==> config.mk <==
export PLATFORM = sky130hd
export DESIGN_NAME = rc5_key_schedule
export DESIGN_NICKNAME = d
export VERILOG_FILES = /design/src/rtl/rc5_key_schedule.sv
export SDC_FILE = /design/constraint.sdc
export NUM_CORES = 1
export LEC_CHECK = 0
export ABC_AREA = 0
export CAP_MARGIN = 15
export CORE_UTILIZATION = 43
export DETAILED_ROUTE_END_ITERATION = 10
export GPL_TIMING_DRIVEN = 1
export SLEW_MARGIN = 20
export SYNTH_ARGS = -nofsm -noshare
export SYNTH_HDL_FRONTEND = slang
export SYNTH_SLANG_ARGS = --single-unit
==> constraint.sdc <==
create_clock -name clk -period 8.83 [get_ports clk]
set_clock_uncertainty 0.1 [all_clocks]
set_input_delay 2.649 -clock clk [delete_from_list [all_inputs] [get_ports clk]]
set_output_delay 2.649 -clock clk [all_outputs]
set_load 0.02 [all_outputs]
==> src/rtl/rc5_key_schedule.sv <==
// ----------------------------------------------------------------------------
// rc5_key_schedule
//   RC5 key-expansion mixing engine. It walks the S table (T words) and the
//   L table (C key words) that live in external synchronous-read RAMs, and
//   performs N = 3*max(T,C) iterations of
//       A = S[i] = rotl(S[i] + A + B, 3)
//       B = L[j] = rotl(L[j] + A + B, A + B)
//   Each iteration takes four cycles: RD (present addresses), MIX_S, MIX_L
//   and WR (write both tables back).
//
//   Optional feature, macro KEYMIX_INIT_EN:
//     defined   - an INIT phase of T cycles first fills S[t] = P_W + t*Q_W.
//     undefined - no INIT state; the S RAM must be preloaded externally.
//
// Parameters
//   W  word width (16, 32 or 64)
//   T  S-table depth, 2*(rounds+1), 2..255
//   C  L-table depth (key words), 1..255
//
// Ports
//   clk         clock, all state on the rising edge
//   rst_n       asynchronous active-low reset
//   iStart      start request, only looked at while idle
//   oBusy       high whenever the engine is not idle
//   oDone       one-cycle completion pulse
//   oS_address  S-RAM address (read data valid one edge after the address)
//   iS_data     S-RAM read data
//   oS_data     S-RAM write data
//   oS_we       S-RAM write enable
//   oL_address  L-RAM address (same timing as S)
//   iL_data     L-RAM read data
//   oL_data     L-RAM write data
//   oL_we       L-RAM write enable
// ----------------------------------------------------------------------------
module rc5_key_schedule #(
  parameter int W = 32,
  parameter int T = 26,
  parameter int C = 4
) (
  input  logic                                 clk,
  input  logic                                 rst_n,
  input  logic                                 iStart,
  output logic                                 oBusy,
  output logic                                 oDone,
  output logic [$clog2(T)-1:0]                 oS_address,
  input  logic [W-1:0]                         iS_data,
  output logic [W-1:0]                         oS_data,
  output logic                                 oS_we,
  output logic [((C > 1) ? $clog2(C) : 1)-1:0] oL_address,
  input  logic [W-1:0]                         iL_data,
  output logic [W-1:0]                         oL_data,
  output logic                                 oL_we
);

  localparam int SAW = $clog2(T);
  localparam int LAW = (C > 1) ? $clog2(C) : 1;
  localparam int N   = 3 * ((T > C) ? T : C);
  localparam int KW  = $clog2(N);
  localparam int RW  = $clog2(W);

  localparam logic [2:0] ST_IDLE  = 3'd0;
`ifdef KEYMIX_INIT_EN
  localparam logic [2:0] ST_INIT  = 3'd1;
`endif
  localparam logic [2:0] ST_RD    = 3'd2;
  localparam logic [2:0] ST_MIX_S = 3'd3;
  localparam logic [2:0] ST_MIX_L = 3'd4;
  localparam logic [2:0] ST_WR    = 3'd5;
  localparam logic [2:0] ST_DONE  = 3'd6;

`ifdef KEYMIX_INIT_EN
  // Magic constants; the 16-bit pair is not a truncation of the wider ones.
  localparam logic [W-1:0] P_W = (W == 16) ? W'(16'hB7E1) :
                                 (W == 32) ? W'(32'hB7E15163) :
                                             W'(64'hB7E151628AED2A6B);
  localparam logic [W-1:0] Q_W = (W == 16) ? W'(16'h9E37) :
                                 (W == 32) ? W'(32'h9E3779B9) :
                                             W'(64'h9E3779B97F4A7C15);
`endif

  logic [2:0]     state_q, state_d;
  logic [W-1:0]   a_q, a_d;
  logic [W-1:0]   b_q, b_d;
  logic [SAW-1:0] i_q, i_d;
  logic [LAW-1:0] j_q, j_d;
  logic [KW-1:0]  k_q, k_d;
  logic [W-1:0]   ab_sum;

  // Rotate left by 0..W-1: the upper half of {x,x} shifted left is exactly
  // the rotated word, and a shift of 0 returns x unchanged.
  function automatic logic [W-1:0] rotl(input logic [W-1:0] x,
                                        input logic [RW-1:0] s);
    logic [2*W-1:0] dbl;
    dbl = {x, x} << s;
    return dbl[2*W-1:W];
  endfunction

  always_comb begin
    state_d = state_q;
    a_d     = a_q;
    b_d     = b_q;
    i_d     = i_q;
    j_d     = j_q;
    k_d     = k_q;
    // In MIX_L this already holds the freshly mixed A.
    ab_sum  = a_q + b_q;
    case (state_q)
      ST_IDLE: begin
        if (iStart) begin
          a_d = '0;
          b_d = '0;
          i_d = '0;
          j_d = '0;
          k_d = '0;
`ifdef KEYMIX_INIT_EN
          state_d = ST_INIT;
`else
          state_d = ST_RD;
`endif
        end
      end
`ifdef KEYMIX_INIT_EN
      // A doubles as the t*Q accumulator here; it is cleared before mixing.
      ST_INIT: begin
        if (i_q == SAW'(T - 1)) begin
          i_d     = '0;
          a_d     = '0;
          state_d = ST_RD;
        end else begin
          i_d = i_q + 1'b1;
          a_d = a_q + Q_W;
        end
      end
`endif
      ST_RD:    state_d = ST_MIX_S;
      ST_MIX_S: begin
        a_d     = rotl(iS_data + ab_sum, RW'(3));
        state_d = ST_MIX_L;
      end
      ST_MIX_L: begin
        b_d     = rotl(iL_data + ab_sum, ab_sum[RW-1:0]);
        state_d = ST_WR;
      end
      ST_WR: begin
        i_d     = (i_q == SAW'(T - 1)) ? '0 : i_q + 1'b1;
        j_d     = (j_q == LAW'(C - 1)) ? '0 : j_q + 1'b1;
        k_d     = k_q + 1'b1;
        state_d = (k_q == KW'(N - 1)) ? ST_DONE : ST_RD;
      end
      ST_DONE:  state_d = ST_IDLE;
      default:  state_d = ST_IDLE;
    endcase
  end

  always_ff @(posedge clk or negedge rst_n) begin
    if (!rst_n) begin
      state_q <= ST_IDLE;
      a_q     <= '0;
      b_q     <= '0;
      i_q     <= '0;
      j_q     <= '0;
      k_q     <= '0;
    end else begin
      state_q <= state_d;
      a_q     <= a_d;
      b_q     <= b_d;
      i_q     <= i_d;
      j_q     <= j_d;
      k_q     <= k_d;
    end
  end

  // Outputs decode directly from registered state so reset clears them at once.
  assign oBusy      = (state_q != ST_IDLE);
  assign oDone      = (state_q == ST_DONE);
  assign oS_address = i_q;
  assign oL_address = j_q;
  assign oL_data    = b_q;
  assign oL_we      = (state_q == ST_WR);
`ifdef KEYMIX_INIT_EN
  assign oS_data    = (state_q == ST_INIT) ? (a_q + P_W) : a_q;
  assign oS_we      = (state_q == ST_WR) || (state_q == ST_INIT);
`else
  assign oS_data    = a_q;
  assign oS_we      = (state_q == ST_WR);
`endif

endmodule
== Yosys cells after proc, flatten, opt, wreduce, memory -nomap -nowiden ==
Index checks and enable logic that the tools add are counted.

* Flip-flop bits (word level): 81
* Input bits: 67

* Add/sub/neg operators: 6
* Eq/ne operators: 9
* Shift-type cells: 1
* Multiplexer cells: 14
* Reduce and logical (&&, ||, !) cells: 8

{| class="wikitable"
|+ Operators with widths
! kind !! count
|-
| $pmux 32 s2 || 2
|-
| $add 32x32->32 || 3
|-
| $shl 64x5->64 || 1
|-
| $mux 32 || 1
|-
| $pmux 3 s5 || 1
|-
| $pmux 7 s2 || 1
|-
| $mux 5 || 2
|-
| $pmux 5 s2 || 1
|-
| $eq 3x3->1 const B || 3
|-
| $add 7x1->7 const B || 1
|-
| $eq 7x7->1 const B || 1
|-
| $mux 7 || 1
|-
| $eq 3x2->1 const B || 2
|-
| $mux 3 || 2
|-
| $reduce_and 2->1 || 3
|-
| $reduce_bool 2->1 || 3
|-
| $add 5x1->5 const B || 1
|-
| $eq 5x5->1 const B || 1
|-
| $mux 2 || 2
|-
| $pmux 2 s2 || 1
|-
| $logic_not 3->1 || 1
|-
| $reduce_bool 3->1 || 1
|-
| $add 2x1->2 const B || 1
|-
| $eq 2x2->1 const B || 1
|-
| $ne 2x2->1 const B || 1
|}

== Longest topological paths before layout ==
Gate-level depths: netlist (run 1).

* Word-level depth: 4
* Depth in mapped cells: 25
* Mapped depth without buffers: 24

== Worst setup path after synthesis (run 1) ==
Ideal clock, no wire load.

* Path type: input port to flip-flop
* Start: input port iL_data[15]
* End: register b_q[31] (netlist: oL_data[31])
* Arrival time: 5.268 ns
* Path slack: 3.358 ns
* Cell stages on the path: 12
* Cell sequence: ha_1 buf_6 a21o_1 a31oi_4 o22ai_2 or4_4 and3_4 nor2_4 a211oi_2 a2111oi_4 nor3_1 o311ai_1

* Longest elaborated chain between the ends: 3

{| class="wikitable"
|+ RTL lines
! item !! RTL line !! text
|-
| start, declared || 50 || <nowiki>input logic [W-1:0] iL_data,</nowiki>
|-
| $add 32x32->32 || 141 || <nowiki>b_d = rotl(iL_data + ab_sum, ab_sum[RW-1:0]);</nowiki>
|-
| $shl 64x5->64 || 94 || <nowiki>dbl = {x, x} << s;</nowiki>
|-
| $pmux 32 s2 || 107 || <nowiki>case (state_q)</nowiki>
|-
| end signal, assigned || 159 || <nowiki>b_q <= '0;</nowiki>
|-
| end signal, assigned || 166 || <nowiki>b_q <= b_d;</nowiki>
|-
| end, declared || 83 || <nowiki>logic [W-1:0] b_q, b_d;</nowiki>
|}

No other way between the ends.
A chain may end at the register's enable or synchronous reset.

== Worst setup path in the final report (run 1) ==
* Start: register b_q[0] (netlist: oL_data[0])
* End: register b_q[26] (netlist: oL_data[26])

* Longest elaborated chain between the ends: 4

{| class="wikitable"
|+ RTL lines
! item !! RTL line !! text
|-
| $add 32x32->32 (*) || 106 || <nowiki>ab_sum = a_q + b_q;</nowiki>
|-
| $add 32x32->32 || 141 ||
|-
| $shl 64x5->64 (*) || 94 ||
|-
| $pmux 32 s2 (*) || 107 ||
|}

Every way passes the cells marked *; elsewhere a longest branch is shown, timed or not.

==> results of run 1 <==
cells by family after synthesis:
group,count (synthesis),synth area share [%]
xor gates and xnor gates,72,5.980
AOI/OAI and AO/OA,575,36.11
and+or+nand+nor,460,20.67
buffers and inverters,125,4.434
adders and majority gates,102,11.62
muxes,26,3.035
DFF,81,18.14
final cells by class:
| cell class | instances | share of cell area [%] |
|---|---|---|
| sequential | 81 | 15.39 |
| clock inverter | 6 | 0.8552 |
| inverter | 44 | 1.254 |
| tap | 330 | 3.136 |
| multi-input combinational | 1235 | 65.94 |
| clock buffer | 10 | 1.815 |
| timing repair buffer | 157 | 11.61 |
worst max-delay path, stage by stage (launching register included):
cell       delay (ns)
dfrtp_1          0.37
ha_2             0.21
inv_1            0.06
fa_2             0.38
nor2b_1          0.13
o21a_1           0.12
o21ai_0          0.10
a31oi_1          0.34
o211ai_1         0.20
a21boi_0         0.25
o21ai_0          0.14
a21boi_0         0.31
mux2i_1          0.22
o2111ai_1        0.32
ha_1             0.71
nand4_1          0.20
or2_1            0.30
nor3_1           0.17
a21boi_1         0.33
nor3_1           0.12
nor4_1           0.60
nor2_1           0.14
a211oi_2         0.36
a211oi_1         0.09
o311ai_1         0.29
state kept, by name, indices dropped and copies added, names as in the netlist:
register / cells
state_q: 3
k_q: 7
oL_data: 32
oS_data: 32
oL_address: 2
oS_address: 5
how the worst max path moves through the flow:
stage,start,to,slack (ns),cells past startpoint
3_5_place_dp,iL_data[5],oL_data[13]$_DFFE_PN0P_,2.12,11
6_report,oL_data[0]$_DFFE_PN0P_,oL_data[26]$_DFFE_PN0P_,2.14,24
5_1_grt,oL_data[0]$_DFFE_PN0P_,oL_data[29]$_DFFE_PN0P_,1.54,24
4_1_cts,oS_data[0]$_DFFE_PN0P_,oL_data[26]$_DFFE_PN0P_,2.21,24
3_3_place_gp,iL_data[5],oL_data[13]$_DFFE_PN0P_,2.11,11
2_1_floorplan,iL_data[15],oL_data[31]$_DFFE_PN0P_,3.36,12
cell usage in the layout (no fill, tap or decap), types with 19 or more instances in the layout:
cell type	synthesis	final
clkdlybuf4s50_1	0	140
nand2_1	135	135
a21oi_1	122	122
o21ai_0	104	104
ha_1	99	98
dfrtp_1	81	81
nor2_1	80	80
nand3_1	64	64
a21o_1	46	46
inv_1	43	43
xnor2_1	38	38
nor3_1	35	35
o211ai_1	31	31
xor2_1	32	30
o31ai_1	26	26
nand4_1	25	25
o21a_1	23	23
a211oi_1	20	20
a31oi_1	19	19
through the flow:
stage	utilization [%]	cells	hold WS (ns)
after global routing	51.99	1863	0.4432
after floorplan	-	1441	0.3574
final	51.99	1863	0.4161
after detailed placement	50.60	1847	0.3983
after global placement	50.60	1847	0.3765
after CTS	51.99	1863	0.4110
layer usage:
metal / routed length (µm) / GRT usage, % / vias to the layer above / part of all wire, %
li1: - / - / 5741 / -
met1: 17960 / 40.96 / 5692 / 43
met2: 19070 / 51.16 / 447 / 46
met3: 2830 / 3.885 / 79 / 6.8
met4: 1654 / 13.89 / 0 / 4.0
met5: 0 / 0 / - / 0
==> results.yml, run 1 <==
layout:
  fin_area_um2: 13170
  register_area_um2: 2027
  fin_nets: 1697
  multiInputGateArea_um2: 8682
  diodes: 0
  fillers: 2478
  area_delta_synth_final_pct: 17.85
  drive_above_1_share_pct: 6.327
critical_path:
  worst-endpoint-required_ns: 8.96
  worstPathArrival_ns: 6.82
  path_max_fanout: 15
  ff2ff_path_depth: 24
  worstSetupEndpointType: "flop"
  reg2reg_from: "oL_data[0]$_DFFE_PN0P_"
  reg2reg_slack_ns: 2.14
  crit_type: "flop to flop"
  r2r_end: "oL_data[26]$_DFFE_PN0P_"
  start_kind: "flop"
floorplanning:
  die_h_um: 163.2
  die_area_um2: 26630
  rows: 58
  fp.dieW_um: 163.2
  num_io_pins: 142
  start_util_pct: 44.12
  core-area_um2: 25330
synthesis:
  synth_edf_count: 0
  synthTopCellsByArea: "dfrtp_1 18%, ha_1 11%, a21oi_1 5.5%"
  synthCells: 1441
  async_flop_share_pct: 100.0
  synthFlopType: "dfrtp_1"
  syn_area_um2: 11170
  synthMostInstantiatedCell: "nand2_1"
  synth_top_cell_by_area: "dfrtp_1"
  ys_ff_latch: 81
  yosysSeqAreaShare_pct: 18.14
  yosysWarnings: 0
  synth_top_cell_area_share_pct: 18.14
  syn-num-nets: 1610
  synth.avg_cell_area_um2: 7.754
  synthTopCellsByCount: "135 x nand2_1, 122 x a21oi_1, 104 x o21ai_0"
  synth_cell_types: 97
timing:
  tightest_slew_ns: 1.054
  fmaxAchievable_mhz: 149.4
  setup_tns_ns: 0
  setup-violations-final: 0
  rsz0062_at_grt: "no"
  final-hold-violation-count: 0
  slew_viol_final: 0
  period_share_pct: 75.79
  timing.slew.headroom_pct: 28.84
  finalCriticalPeriod_ns: 6.692
  worst_slack_ns: 2.138
clock_tree:
  cts_hold_buf: 0
  clock-sinks: 81
  postCtsSetupBuffers: 0
  clk_pin_slew_ns: 0.07
  clk_latency_ns: 0.35
  numCtsBuffers: 9
  root_buffer: "clkbuf_16"
  cts_max_level: 3
  cts.path.max_buffers: 2
  ctsResizeCount: 0
  cts_tree: "done"
drt:
  vias_per_cell: 6.419
  drt_iter0_drc: 1170
  drt_first_pass_iters: 6
  drt-total-wl_mm: 41.52
  route.detailed.drc: 0
  antenna_left: 0
  wl_per_cell_um: 22.29
  vias: 11960
placed_design:
  gp_congestion: 0.9937
  placed_cell_area_um2: 12820
  port_buffers: 141
  place_hpwl_mm: 33.10
  dp_worst_setup_slack_ns: 2.118
min_path:
  hold_path.class: "flop to flop"
  min_from: "oS_address[4]$_DFFE_PN0P_"
  min_to: "oS_address[4]$_DFFE_PN0P_"
  holdPathStages: 1
global_route:
  grt_first_pass_wirelength_mm: 63.73
  grt_pass1_vias: 11180
  antenna_found_initial: 0
  grt_max_degree: 63
  grt_overflow: 0
  grt_usage_pct: 31.25
run_status:
  status: "finished, final reports clean"
job:
  cap_violations: 0
Power of run 1 is left out: the tool's default activity adds up to more than one toggle a clock period on the data nets, which glitch-free logic cannot reach.
==> run 2, diff against run 1 <==
Settings changed: PLACE_DENSITY set to 0.67.
Clock period 8.83 ns to 6.1 ns, I/O delays scaled along.
==> run 2 against run 1 <==
- die area did not move
- non-clock buffer count rose by 94
- via count rose by 5.8%
- design area rose by 6.8%
- sequential share of layout area fell by 0.98 points
- register-to-register slack got worse by 1.9 ns
- count of clock-buffer cells in the layout did not move
- global-route usage barely moved
- first-iteration DRC count rose by 10%
- worst setup slack got worse by 1.9 ns
- worst hold slack got worse by 0.0061 ns
- routed wire length rose by 2.6%
==> results.yml, run 2 (same netlist as run 1, synthesis figures left out) <==
drt:
  drt_iter0_drc: 1289
  vias: 12650
  wl_per_cell_um: 21.76
  drt_first_pass_iters: 5
  vias_per_cell: 6.464
  drt-total-wl_mm: 42.59
  route.detailed.drc: 0
  antenna_left: 0
timing:
  worst_slack_ns: 0.1970
  timing.slew.headroom_pct: 43.52
  rsz0062_at_grt: "yes"
  fmaxAchievable_mhz: 169.4
  final-hold-violation-count: 0
  setup-violations-final: 0
  finalCriticalPeriod_ns: 5.903
  period_share_pct: 96.77
  tightest_slew_ns: 0.8383
  slew_viol_final: 0
global_route:
  grt_max_degree: 61
  antenna_found_initial: 0
  grt_pass1_vias: 11500
  grt-busiest-layer: "met2"
  grt_first_pass_wirelength_mm: 64.20
  use_met2_pct: 50.48
  grt_usage_pct: 31.28
  grt_overflow: 0
  use_met1_pct: 42.40
  gr-usage-met3_pct: 2.895
layout:
  multiInputGateArea_um2: 8904
  area_delta_synth_final_pct: 25.86
  fin_nets: 1791
  fillers: 2409
  diodes: 0
  register_area_um2: 2027
  mostFrequentLayoutCells: "140 x clkdlybuf4s50_1, 135 x nand2_1, 116 x a21oi_1, 111 x buf_4, 100 x o21ai_0"
  layout_commonest_cell: "clkdlybuf4s50_1"
  drive_above_1_share_pct: 14.01
clock_tree:
  cts_max_level: 3
  cts.path.max_buffers: 2
  clock-sinks: 81
  clk_pin_slew_ns: 0.07
  clk_latency_ns: 0.35
  numCtsBuffers: 9
  root_buffer: "clkbuf_16"
  cts_hold_buf: 0
  cts_tree: "done"
floorplanning:
  rows: 58
  num_io_pins: 142
  start_util_pct: 44.12
  die_area_um2: 26630
  fp.dieW_um: 163.2
  die_h_um: 163.2
  core-area_um2: 25330
critical_path:
  slowest_delay_ns: 0.50
  crit_slowest_cell: "xnor2_1"
  start_kind: "flop"
  critical-path-top-delay-family: "compound AO/OA/AOI/OAI gates"
  worst-endpoint-required_ns: 6.19
  worstSetupEndpointType: "flop"
  crit_type: "flop to flop"
  worstPathArrival_ns: 5.99
  crit_buf_inv: 4
  crit_chain: "ha_1 -> buf_4 -> o211ai_1 -> o211ai_1 -> a32o_1 -> a211oi_2 -> buf_4 -> buf_4 -> nor2_1 -> xnor2_1 -> ha_1 -> a21o_1 -> a2111oi_0 -> a21oi_1 -> a211oi_2 -> buf_4 -> xor2_1 -> o2bb2ai_1 -> o31ai_1 -> o21ai_0 -> mux2i_1 -> o221ai_1"
  cpMostUsedCell: "buf_4"
  path_max_fanout: 7
run_status:
  status: "finished, final reports clean"
min_path:
  hold_path.class: "flop to flop"
placed_design:
  gp_congestion: 0.9902
  dp_worst_setup_slack_ns: -0.1151
  port_buffers: 141
  place_hpwl_mm: 33.71
job:
  cap_violations: 0
## run 2: cell count changes in the layout (fill, tap and decap cells not counted), sizes merged
cell,before,now
buf,17,111
bufinv,3,2
clkinvlp,0,1
## run 2: per-layer routing
metal	vias up	wire length (µm)
met3	90	2711
met2	551	19320
met5	-	0
met1	6089	18870
met4	0	1693
li1	5920	-
## run 2: repair_timing
action,CTS,global route
buffers inserted,0,5
pin swaps,0,16
setup endpoints to repair,22,33
gates resized for setup,5,46
## run 2: cell type report
type	count	share of cell area, %
Tap cell	330	2.936
Sequential cell	81	14.41
Clock inverter	6	0.6406
Multi-Input combinational cell	1235	63.32
Timing Repair Buffer	251	15.89
Inverter	44	1.174
Clock buffer	10	1.628
## run 2: final timing paths
kind	from	to	slack [ns]	depth (start not counted)
max in group asynchronous	rst_n	oS_data[29]$_DFFE_PN0P_	3.56	2
worst min register to register	k_q[6]$_DFFE_PN0P_	k_q[6]$_DFFE_PN0P_	0.41	1
worst max register to register	oS_data[2]$_DFFE_PN0P_	oL_data[23]$_DFFE_PN0P_	0.20	22
min in group asynchronous	rst_n	oS_address[4]$_DFFE_PN0P_	1.30	1
worst max-delay path	oS_data[2]$_DFFE_PN0P_	oL_data[23]$_DFFE_PN0P_	0.20	22
worst min-delay path	k_q[6]$_DFFE_PN0P_	k_q[6]$_DFFE_PN0P_	0.41	1
## run 2: stage by stage
step	TNS [ns]	util, %	area [µm²]	hold WS [ns]	std cells
5_1_grt	-1.129	55.52	14060	0.4277	1957
3_3_place_gp	-0.01575	53.24	13480	0.3956	1936
4_1_cts	0	54.60	13830	0.4105	1952
3_5_place_dp	-0.8335	53.24	13480	0.4021	1936
6_report	0	55.52	14060	0.4100	1957
2_1_floorplan	0	-	11170	0.3574	1441
Power of run 2 is left out for the same reason.
==> run 3, diff against run 2 <==
Settings changed: CORE_ASPECT_RATIO set to 1.75.
==> run 3 against run 2 <==
- count of clock-buffer cells in the layout down 1
- first-iteration DRC count fell by 39%
- via count rose by 1.4%
- critical path depth down 2
==> results.yml, run 3 (same netlist as run 1, synthesis figures left out) <==
clock_tree:
  clock-sinks: 81
  cts_hold_buf: 0
  cts_tree: "done"
  clk_pin_slew_ns: 0.07
  numCtsBuffers: 9
  cts.path.max_buffers: 2
  root_buffer: "clkbuf_16"
  cts_max_level: 3
  clk_latency_ns: 0.37
layout:
  multiInputGateArea_um2: 8852
  mostFrequentLayoutCells: "140 x clkdlybuf4s50_1, 135 x nand2_1, 124 x buf_4, 119 x a21oi_1, 100 x o21ai_0"
  fin_cells: 1957
  fin_nets: 1805
  fin_area_um2: 14100
  fillers: 2448
  diodes: 0
  area_delta_synth_final_pct: 26.18
  register_area_um2: 2031
  drive_above_1_share_pct: 14.81
  layout_commonest_cell: "clkdlybuf4s50_1"
critical_path:
  path_max_fanout: 10
  cp-startpoint: "oS_data[1]$_DFFE_PN0P_"
  start_kind: "flop"
  worst-endpoint-required_ns: 6.21
  crit_type: "flop to flop"
  reg2reg_from: "oS_data[1]$_DFFE_PN0P_"
  ff2ff_path_depth: 20
  worstSetupEndpointType: "flop"
  worstPathArrival_ns: 5.95
run_status:
  status: "finished, final reports clean"
floorplanning:
  die_h_um: 215.2
  die_area_um2: 26660
  num_io_pins: 142
  core-area_um2: 25430
  start_util_pct: 43.93
  rows: 77
  fp.dieW_um: 123.9
global_route:
  antenna_found_initial: 0
  grt_overflow: 0
  grt_first_pass_wirelength_mm: 67.73
  grt_max_degree: 60
  grt_pass1_vias: 12360
  grt_usage_pct: 33.84
placed_design:
  place_hpwl_mm: 36.48
  port_buffers: 141
  gp_congestion: 1.049
  placed_cell_area_um2: 13570
  dp_worst_setup_slack_ns: -0.07511
  numPlacedInstances: 1936
timing:
  slew_viol_final: 0
  period_share_pct: 95.59
  final-hold-violation-count: 0
  setup-violations-final: 0
  tightest_slew_ns: 0.9033
  worst_slack_ns: 0.2688
  rsz0062_at_grt: "no"
  fmaxAchievable_mhz: 171.5
  finalCriticalPeriod_ns: 5.831
  timing.slew.headroom_pct: 39.78
min_path:
  min_from: "k_q[6]$_DFFE_PN0P_"
  hold_path.class: "flop to flop"
  holdPathStages: 1
job:
  cap_violations: 0
drt:
  drt_iter0_drc: 780
  drt_first_pass_iters: 5
  antenna_left: 0
  route.detailed.drc: 0
  vias_per_cell: 6.556
  wl_per_cell_um: 22.83
  vias: 12830
  drt-total-wl_mm: 44.67
==> run 3: layout make-up <==
cell class              instances  area share [%]
repair buffers                265           16.68
clock buffers                   9           1.597
clock inverters                 7          0.5502
multi-input cells            1235           62.79
well taps                     316           2.804
inverters                      44           1.171
flip-flops and latches         81           14.40
==> run 3: routing by layer <==
layer,part of all wire (%),track usage [%],vias up
met3,4.9,4.379,220
met2,50,59.35,564
li1,-,-,5958
met4,11,30.68,0
met1,34,33.58,6088
met5,0,0,-
==> run 3: worst paths after layout <==
kind | to | slack (ns)
setup / recovery | oL_data[24]$_DFFE_PN0P_ | 0.27
hold / removal | k_q[6]$_DFFE_PN0P_ | 0.41
min in group asynchronous | oS_data[4]$_DFFE_PN0P_ | 1.39
hold reg to reg | k_q[6]$_DFFE_PN0P_ | 0.41
max in group asynchronous | oS_data[1]$_DFFE_PN0P_ | 3.56
setup reg to reg | oL_data[24]$_DFFE_PN0P_ | 0.27
==> run 3: metrics by stage <==
stage,setup TNS [ns],utilization [%],hold WS [ns]
floorplan,0,-,0.3574
global placement,-0.1866,53.36,0.3823
detailed placement,-0.3637,53.36,0.3935
CTS,0,54.62,0.4056
global route,0,55.43,0.4408
finish,0,55.43,0.4084
==> run 3: what timing repair did <==
action / 4_1_cts / 5_1_grt
setup buffers: 1 / 4
endpoints found under the setup margin: 23 / 32
gates resized for setup: 4 / 46
pin swaps: 1 / 14
==> run 3: worst max-delay path, stage by stage, from the launching register on <==
cell and delay [ns]:
dfrtp_2 0.48, ha_1 0.35, a211oi_2 0.24, o211ai_1 0.17
a32o_2 0.34, or2_2 0.32, a21o_1 0.18, a21oi_1 0.16
xnor2_1 0.28, ha_2 0.46, a21oi_1 0.20, o21a_1 0.30
nand2_1 0.11, or3_1 0.35, o211ai_1 0.36, a21oi_1 0.24
o311ai_1 0.45, buf_4 0.20, nand3_1 0.08, o21ai_0 0.14
o221ai_1 0.16
Power of run 3 is left out for the same reason.
